==> config.mk <==
export PLATFORM = sky130hd
export DESIGN_NAME = layer_accum_controller
export DESIGN_NICKNAME = d
export VERILOG_FILES = /design/src/rtl/layer_pkg.sv /design/src/rtl/layer_relu_clip.sv /design/src/rtl/layer_accum_controller.sv
export SDC_FILE = /design/constraint.sdc
export NUM_CORES = 2
export LEC_CHECK = 0
export CAP_MARGIN = 20
export CORE_MARGIN = 3
export CORE_UTILIZATION = 35
export DETAILED_ROUTE_END_ITERATION = 8
export PLACE_DENSITY_LB_ADDON = 0.25
export RECOVER_POWER = 25
export REMOVE_ABC_BUFFERS = 1
export SETUP_SLACK_MARGIN = 0.05
export SYNTH_ARGS = -nofsm -noshare
export SYNTH_HDL_FRONTEND = slang
export SYNTH_HIERARCHICAL = 1
export SYNTH_SLANG_ARGS = --single-unit
==> constraint.sdc <==
create_clock -name clk -period 21.6 [get_ports clk]
set_clock_uncertainty 0.2 [all_clocks]
set_input_delay 5.4 -clock clk [delete_from_list [all_inputs] [get_ports clk]]
set_output_delay 5.4 -clock clk [all_outputs]
set_load 0.02 [all_outputs]
==> src/rtl/layer_pkg.sv <==
// Shared definitions for the sparse-accumulate layer stage: default widths,
// controller state encoding and the reserved no-op index.
package layer_pkg;

  localparam int NUM_NODES_DEF = 16;
  localparam int IDX_W_DEF     = 10;
  localparam int W_W_DEF       = 8;
  localparam int ACC_W_DEF     = 16;
  localparam int OUT_W_DEF     = 8;

  typedef enum logic [1:0] {
    ST_IDLE  = 2'd0,
    ST_ACCUM = 2'd1,
    ST_FLUSH = 2'd2,
    ST_ACT   = 2'd3
  } layer_state_e;

  // All-ones index of the given width; that index marks a no-op beat.
  function automatic logic [31:0] idx_null(input int unsigned w);
    if (w >= 32) return '1;
    return (32'd1 << w) - 32'd1;
  endfunction

endpackage

==> src/rtl/layer_relu_clip.sv <==
// ReLU followed by clipping to the unsigned activation range [0, 2^OUT_W-1].
module layer_relu_clip #(
  parameter int ACC_W = 16,
  parameter int OUT_W = 8
) (
  input  logic signed [ACC_W-1:0] acc,
  output logic        [OUT_W-1:0] act
);

  localparam logic signed [ACC_W-1:0] ACT_MAX = {{(ACC_W-OUT_W){1'b0}}, {OUT_W{1'b1}}};

  // Negative -> 0, above range -> all ones, otherwise pass the low bits.
  always_comb begin
    act = acc[OUT_W-1:0];
    if (acc[ACC_W-1])
      act = '0;
    else if (acc > ACT_MAX)
      act = '1;
  end

endmodule

==> src/rtl/layer_accum_controller.sv <==
// Sparse-accumulate layer stage: per frame, preloads biases, adds one weight
// row per active input index, then presents ReLU+clipped activations on a
// registered valid/ready output. The next frame can accumulate while the
// previous result is held downstream.
// Build option: define LAYER_ACC_SATURATE_EN to make every accumulator add
// saturate at the signed ACC_W limits; otherwise adds wrap.
//
//  state | meaning
//  IDLE  | waiting for the first beat of a frame; preloads biases on accept
//  ACCUM | accepting beats, issuing reads, adding returned rows
//  FLUSH | no new beats; the last pending row add lands
//  ACT   | move clipped result to output register when it is free
module layer_accum_controller
  import layer_pkg::*;
#(
  parameter int NUM_NODES = NUM_NODES_DEF,
  parameter int IDX_W     = IDX_W_DEF,
  parameter int W_W       = W_W_DEF,
  parameter int ACC_W     = ACC_W_DEF,
  parameter int OUT_W     = OUT_W_DEF
) (
  input  logic                       clk,
  input  logic                       reset,
  input  logic                       in_valid,
  input  logic [IDX_W-1:0]           in_index,
  input  logic                       in_last,
  output logic                       in_ready,
  output logic                       w_rd_en,
  output logic [IDX_W-1:0]           w_rd_addr,
  input  logic [NUM_NODES*W_W-1:0]   w_rd_data,
  input  logic                       bias_we,
  input  logic [NUM_NODES*W_W-1:0]   bias_wdata,
  output logic                       out_valid,
  output logic [NUM_NODES*OUT_W-1:0] out_data,
  input  logic                       out_ready
);

  localparam logic [IDX_W-1:0] IDX_NULL = IDX_W'(idx_null(IDX_W));

  layer_state_e state, state_nxt;
  logic rdy_st;
  logic preload;
  logic load_out;
  logic accept;
  logic pend;
  logic [NUM_NODES*OUT_W-1:0] act_all;

  // in_ready is forced low while reset is held so every output reads 0.
  assign in_ready  = rdy_st & ~reset;
  assign accept    = in_valid & in_ready;
  assign w_rd_en   = accept & (in_index != IDX_NULL);
  assign w_rd_addr = w_rd_en ? in_index : '0;

  // State register.
  always_ff @(posedge clk or posedge reset) begin
    if (reset)
      state <= ST_IDLE;
    else
      state <= state_nxt;
  end

  // Next-state and control decode.
  always_comb begin
    state_nxt = state;
    rdy_st    = 1'b0;
    preload   = 1'b0;
    load_out  = 1'b0;
    case (state)
      ST_IDLE: begin
        rdy_st = 1'b1;
        if (in_valid) begin
          preload   = 1'b1;
          state_nxt = in_last ? ST_FLUSH : ST_ACCUM;
        end
      end
      ST_ACCUM: begin
        rdy_st = 1'b1;
        if (in_valid && in_last)
          state_nxt = ST_FLUSH;
      end
      ST_FLUSH: begin
        state_nxt = ST_ACT;
      end
      ST_ACT: begin
        if (!out_valid || out_ready) begin
          load_out  = 1'b1;
          state_nxt = ST_IDLE;
        end
      end
      default: state_nxt = ST_IDLE;
    endcase
  end

  // Marks that the weight row requested last cycle is on w_rd_data now.
  always_ff @(posedge clk or posedge reset) begin
    if (reset)
      pend <= 1'b0;
    else
      pend <= w_rd_en;
  end

  for (genvar n = 0; n < NUM_NODES; n++) begin : g_node
    logic signed [W_W-1:0]   bias_q;
    logic signed [W_W-1:0]   wt;
    logic signed [ACC_W-1:0] acc_q;
    logic signed [ACC_W-1:0] acc_sum;
    logic signed [ACC_W-1:0] wt_ext;

    assign wt     = w_rd_data[n*W_W +: W_W];
    assign wt_ext = {{(ACC_W-W_W){wt[W_W-1]}}, wt};

`ifdef LAYER_ACC_SATURATE_EN
    logic signed [ACC_W:0] wide;
    assign wide = {acc_q[ACC_W-1], acc_q} + {wt_ext[ACC_W-1], wt_ext};

    // Clamp when the extra sum bit disagrees with the sign bit.
    always_comb begin
      acc_sum = wide[ACC_W-1:0];
      if (wide[ACC_W] != wide[ACC_W-1])
        acc_sum = wide[ACC_W] ? {1'b1, {(ACC_W-1){1'b0}}} : {1'b0, {(ACC_W-1){1'b1}}};
    end
`else
    assign acc_sum = acc_q + wt_ext;
`endif

    // Bias register; a write is visible from the following cycle.
    always_ff @(posedge clk or posedge reset) begin
      if (reset)
        bias_q <= '0;
      else if (bias_we)
        bias_q <= bias_wdata[n*W_W +: W_W];
    end

    // Accumulator: bias preload on first beat, then one row add per read.
    always_ff @(posedge clk or posedge reset) begin
      if (reset)
        acc_q <= '0;
      else if (preload)
        acc_q <= {{(ACC_W-W_W){bias_q[W_W-1]}}, bias_q};
      else if (pend)
        acc_q <= acc_sum;
    end

    layer_relu_clip #(
      .ACC_W (ACC_W),
      .OUT_W (OUT_W)
    ) u_relu_clip (
      .acc (acc_q),
      .act (act_all[n*OUT_W +: OUT_W])
    );
  end

  // Output register; a reload in the same cycle as a transfer keeps valid high.
  always_ff @(posedge clk or posedge reset) begin
    if (reset) begin
      out_valid <= 1'b0;
      out_data  <= '0;
    end else if (load_out) begin
      out_valid <= 1'b1;
      out_data  <= act_all;
    end else if (out_valid && out_ready) begin
      out_valid <= 1'b0;
    end
  end

endmodule
==> impl_metrics.xml <==
<?xml version="1.0" encoding="UTF-8"?>
<metrics>
  <group name="die">
    <metric name="fp-row-count" unit="">111</metric>
    <metric name="placeable_core_region" unit="µm²">92200</metric>
    <metric name="io_pins" unit="">413</metric>
    <metric name="dieArea" unit="µm²">97200</metric>
    <metric name="dieHeight" unit="µm">312</metric>
    <metric name="die_w" unit="µm">312</metric>
    <metric name="initial_utilization" unit="%">35.5</metric>
  </group>
  <group name="drt">
    <metric name="firstDrtPassIters" unit="">5</metric>
    <metric name="final_antenna_net_count" unit="">0</metric>
    <metric name="drt_first_iter_violations" unit="">1539</metric>
    <metric name="avgViaCountPerCell" unit="">5.33</metric>
    <metric name="num_vias" unit="">26531</metric>
    <metric name="routed_wirelength" unit="mm">89.8</metric>
    <metric name="route.detailed.drc" unit="">0</metric>
    <metric name="routedWlPerCell" unit="µm">18.0</metric>
  </group>
  <group name="worst_setup_path">
    <metric name="cp_max_fo" unit="">12</metric>
    <metric name="crit_buf_inv" unit="">2</metric>
    <metric name="worst-endpoint-required" unit="ns">16.00</metric>
    <metric name="critical-path-max-stage-delay" unit="ns">0.60</metric>
    <metric name="path_class" unit="">in2out</metric>
    <metric name="worst_r2r_endpoint" unit="">g_node[0].acc_q[15]</metric>
    <metric name="crit_chain" unit="">dlygate4sd3_1 &gt; nor2_1 &gt; o311a_1 &gt; and2_1 &gt; clkdlybuf4s50_1</metric>
    <metric name="cp_data_arrival_time" unit="ns">7.25</metric>
    <metric name="worst-r2r-cell-count" unit="">7</metric>
    <metric name="worst_r2r_startpoint" unit="">state[1]</metric>
    <metric name="crit_slowest_cell" unit="">sky130_fd_sc_hd__clkdlybuf4s50_1</metric>
    <metric name="timing.critical_path.to_type" unit="">output port</metric>
    <metric name="r2r_slack" unit="ns">16.03</metric>
    <metric name="path_delay_family" unit="">buffers and inverters</metric>
    <metric name="cp-start-kind" unit="">input pin</metric>
  </group>
  <group name="clock_network">
    <metric name="postCtsHoldBufs" unit="">0</metric>
    <metric name="clk_path_buf_depth" unit="">3</metric>
    <metric name="cts.repair_timing.setup_buffer_count" unit="">0</metric>
    <metric name="cts-buffers-inserted" unit="">67</metric>
    <metric name="clock_tree.root_cell" unit="">sky130_fd_sc_hd__clkbuf_16</metric>
    <metric name="cts_tree" unit="">done</metric>
    <metric name="cts_sinks" unit="">516</metric>
    <metric name="worstSkewPairLatency" unit="ns">0.62</metric>
    <metric name="clk_pin_slew" unit="ns">0.06</metric>
    <metric name="h-tree-depth" unit="">3</metric>
    <metric name="post_cts.resized_instances" unit="">0</metric>
  </group>
  <group name="sta">
    <metric name="finalWorstSetupSlack" unit="ns">8.75</metric>
    <metric name="max_slew_margin" unit="%">-270</metric>
    <metric name="final-hold-violation-count" unit="">0</metric>
    <metric name="finalWorstPathRequiredPeriod" unit="ns">12.85</metric>
    <metric name="report.final.slew_viol_count" unit="">369</metric>
    <metric name="tightestPinTransition" unit="ns">5.51</metric>
    <metric name="totalNegativeSetupSlack" unit="ns">0</metric>
    <metric name="fin_crit_sh" unit="%">59.5</metric>
    <metric name="rsz0062_at_grt" unit="">false</metric>
    <metric name="max_freq" unit="MHz">77.8</metric>
    <metric name="setup_viol" unit="">0</metric>
  </group>
  <group name="min_path">
    <metric name="min_to" unit="">g_node[2].acc_q[6]</metric>
    <metric name="timing.hold.worst.class" unit="">reg2reg</metric>
    <metric name="worst_hold_path.num_cells" unit="">2</metric>
    <metric name="min-delay-start" unit="">g_node[2].bias_q[6]</metric>
  </group>
  <group name="power_and_ir_drop">
    <metric name="comb_power_share" unit="%">51.5</metric>
    <metric name="total_leakage_power" unit="nW">16.4</metric>
    <metric name="power.share.clock" unit="%">19.2</metric>
    <metric name="p_seq_share" unit="%">29.2</metric>
    <metric name="power_per_cell_area" unit="nW/µm²">150</metric>
    <metric name="switching_share" unit="%">41.4</metric>
    <metric name="peakVddDrop" unit="V">0.0000706</metric>
    <metric name="cell_internal_pwr" unit="mW">3.54</metric>
    <metric name="switchingPower" unit="mW">2.50</metric>
  </group>
  <group name="place">
    <metric name="dpl.cell_count" unit="">4856</metric>
    <metric name="dpl-instance-area" unit="µm²">38000</metric>
    <metric name="detailedPlacementHpwl" unit="mm">62.3</metric>
    <metric name="placement.setup.worst_slack" unit="ns">8.76</metric>
    <metric name="gp_congestion" unit="">0.832</metric>
    <metric name="io_buffer_count" unit="">412</metric>
  </group>
  <group name="global_routing">
    <metric name="grt_pass1_wl" unit="mm">146</metric>
    <metric name="grt_pass1_vias" unit="">26655</metric>
    <metric name="grtUsageTotal" unit="%">18.3</metric>
    <metric name="gr-total-overflow" unit="">0</metric>
    <metric name="pin_count_of_the_biggest_net_entering_global_routing" unit="">131</metric>
    <metric name="grt_antenna_before_repair" unit="">5</metric>
  </group>
  <group name="synth">
    <metric name="synth.area.mux_share" unit="%">12.5</metric>
    <metric name="ys_seq_elements" unit="">516</metric>
    <metric name="async_reset_ff_share" unit="%">100</metric>
    <metric name="synthesis.yosys.warnings" unit="">6</metric>
    <metric name="synth_compound_area_share" unit="%">18.7</metric>
    <metric name="largest_family_of_logic_cells_by_synthesized_area" unit="">compound AO/OA/AOI/OAI gates</metric>
    <metric name="number_of_cells_produced_by_synthesis" unit="">3331</metric>
    <metric name="synthSimpleGateAreaFrac" unit="%">11.8</metric>
    <metric name="ys.flop_type" unit="">sky130_fd_sc_hd__dfrtp_1</metric>
    <metric name="edff_count_synth" unit="">0</metric>
    <metric name="post_synth_instance_area" unit="µm²">32700</metric>
    <metric name="synth.yosys.seq_area_share" unit="%">39.4</metric>
    <metric name="biggest_area_consumer_among_synthesized_cells" unit="">sky130_fd_sc_hd__dfrtp_1</metric>
    <metric name="syn_area_per_cell" unit="µm²">9.83</metric>
    <metric name="synth-xor-area-share" unit="%">5.03</metric>
    <metric name="netlist.area_leader.share" unit="%">39.4</metric>
    <metric name="synth_top_cells_by_area" unit="">sky130_fd_sc_hd__dfrtp_1, sky130_fd_sc_hd__ha_1, sky130_fd_sc_hd__mux2_2</metric>
    <metric name="synth_cell_type_count" unit="">81</metric>
    <metric name="yosys.area_share.adder" unit="%">10.3</metric>
  </group>
  <group name="layout">
    <metric name="ff_latch_area" unit="µm²">12900</metric>
    <metric name="nFillCells" unit="">9005</metric>
    <metric name="final_common_cell" unit="">sky130_fd_sc_hd__dfrtp_1</metric>
    <metric name="most-common-layout-cells" unit="">sky130_fd_sc_hd__dfrtp_1, sky130_fd_sc_hd__clkdlybuf4s50_1, sky130_fd_sc_hd__a21oi_1</metric>
    <metric name="finalInstanceArea" unit="µm²">40300</metric>
    <metric name="num-nets-final" unit="">4215</metric>
    <metric name="area_taken_by_multi_input_logic_gates" unit="µm²">19100</metric>
    <metric name="share_of_the_core_filled_with_cells_in_the_final_layout" unit="%">43.7</metric>
    <metric name="synthToLayoutAreaGrowth" unit="%">23.2</metric>
    <metric name="final_cells" unit="">4982</metric>
    <metric name="drive_above_1_share" unit="%">11.7</metric>
  </group>
  <group name="status">
    <metric name="outcome" unit="">finished, violations left</metric>
    <metric name="violations" unit="">capacitance limit, slew limit</metric>
  </group>
  <group name="flow_run">
    <metric name="max_cap_violations" unit="">6</metric>
  </group>
</metrics>
## registers in the layout, summed over array words and instances, names as in the netlist
register,flops
state,2
pend,1
g_node.acc_q,256
out_valid,1
out_data,128
g_node.bias_q,128
## power by group through the flow
stage	clock (mW)	sequential, mW	combinational (mW)
global placement	0	1.77	3.07
finish	1.16	1.77	3.11
detailed placement	0	1.78	3.11
floorplan	0	1.84	2.21
global route	1.24	1.83	3.49
CTS	1.20	1.77	3.13
## per-layer routing
layer | share of wire, % | routed length (µm) | track usage (%) | up-vias
li1 | - | - | - | 13014
met1 | 48 | 43000 | 25.2 | 12953
met2 | 46 | 41700 | 30.1 | 469
met3 | 4.1 | 3720 | 3.39 | 91
met4 | 1.5 | 1390 | 3.78 | 4
met5 | 0.026 | 23 | 0 | -
## cell type report
class	instances	share of cell area, %
clock inverters	27	0.788
clock buffers	96	4.90
well taps	1243	3.86
diodes	2	0.0124
inverters	41	0.388
multi-input cells	2622	47.3
repair buffers	435	10.7
flip-flops and latches	516	32.0
## cells in the mapped netlist (41+ instances only)
library cell / count
sky130_fd_sc_hd__dfrtp_1: 516
sky130_fd_sc_hd__xnor2_1: 135
sky130_fd_sc_hd__clkbuf_1: 89
sky130_fd_sc_hd__inv_1: 41
sky130_fd_sc_hd__a31oi_1: 148
sky130_fd_sc_hd__nor2_1: 269
sky130_fd_sc_hd__nand2_1: 254
sky130_fd_sc_hd__ha_1: 244
sky130_fd_sc_hd__a21oi_1: 320
sky130_fd_sc_hd__a21o_1: 80
sky130_fd_sc_hd__mux2i_1: 117
sky130_fd_sc_hd__xor2_1: 53
sky130_fd_sc_hd__nor3_1: 54
sky130_fd_sc_hd__o21ai_0: 209
sky130_fd_sc_hd__mux2_2: 257
## worst max path at each step
stage / depth (start not counted) / start / endpoint
2_1_floorplan: 1 / reset / g_node[0].acc_q[0]
4_1_cts: 5 / reset / w_rd_addr[7]
3_3_place_gp: 5 / reset / w_rd_addr[6]
3_5_place_dp: 5 / reset / w_rd_addr[7]
6_report: 5 / reset / w_rd_addr[7]
5_1_grt: 5 / reset / w_rd_addr[8]
## stage by stage
step	power [mW]	hold slack [ns]
2_1_floorplan	4.05	0.246
3_3_place_gp	4.85	0.255
3_5_place_dp	4.89	0.267
4_1_cts	6.10	0.269
5_1_grt	6.56	0.300
6_report	6.04	0.258
## tightest hold or removal path, cell delays in order (launching register included)
cell and delay (ns):
sky130_fd_sc_hd__dfrtp_1 0.34, sky130_fd_sc_hd__nand2_1 0.04, sky130_fd_sc_hd__o21ai_0 0.06
## kinds of logic after synthesis
family          count (synthesis)
fa+ha+maj                     260
compound gates               1009
flops                         516
mux                           376
simple gates                  789
xor+xnor                      188
buf+inv                       193
No activity file was read; power rests on OpenSTA's default activity.
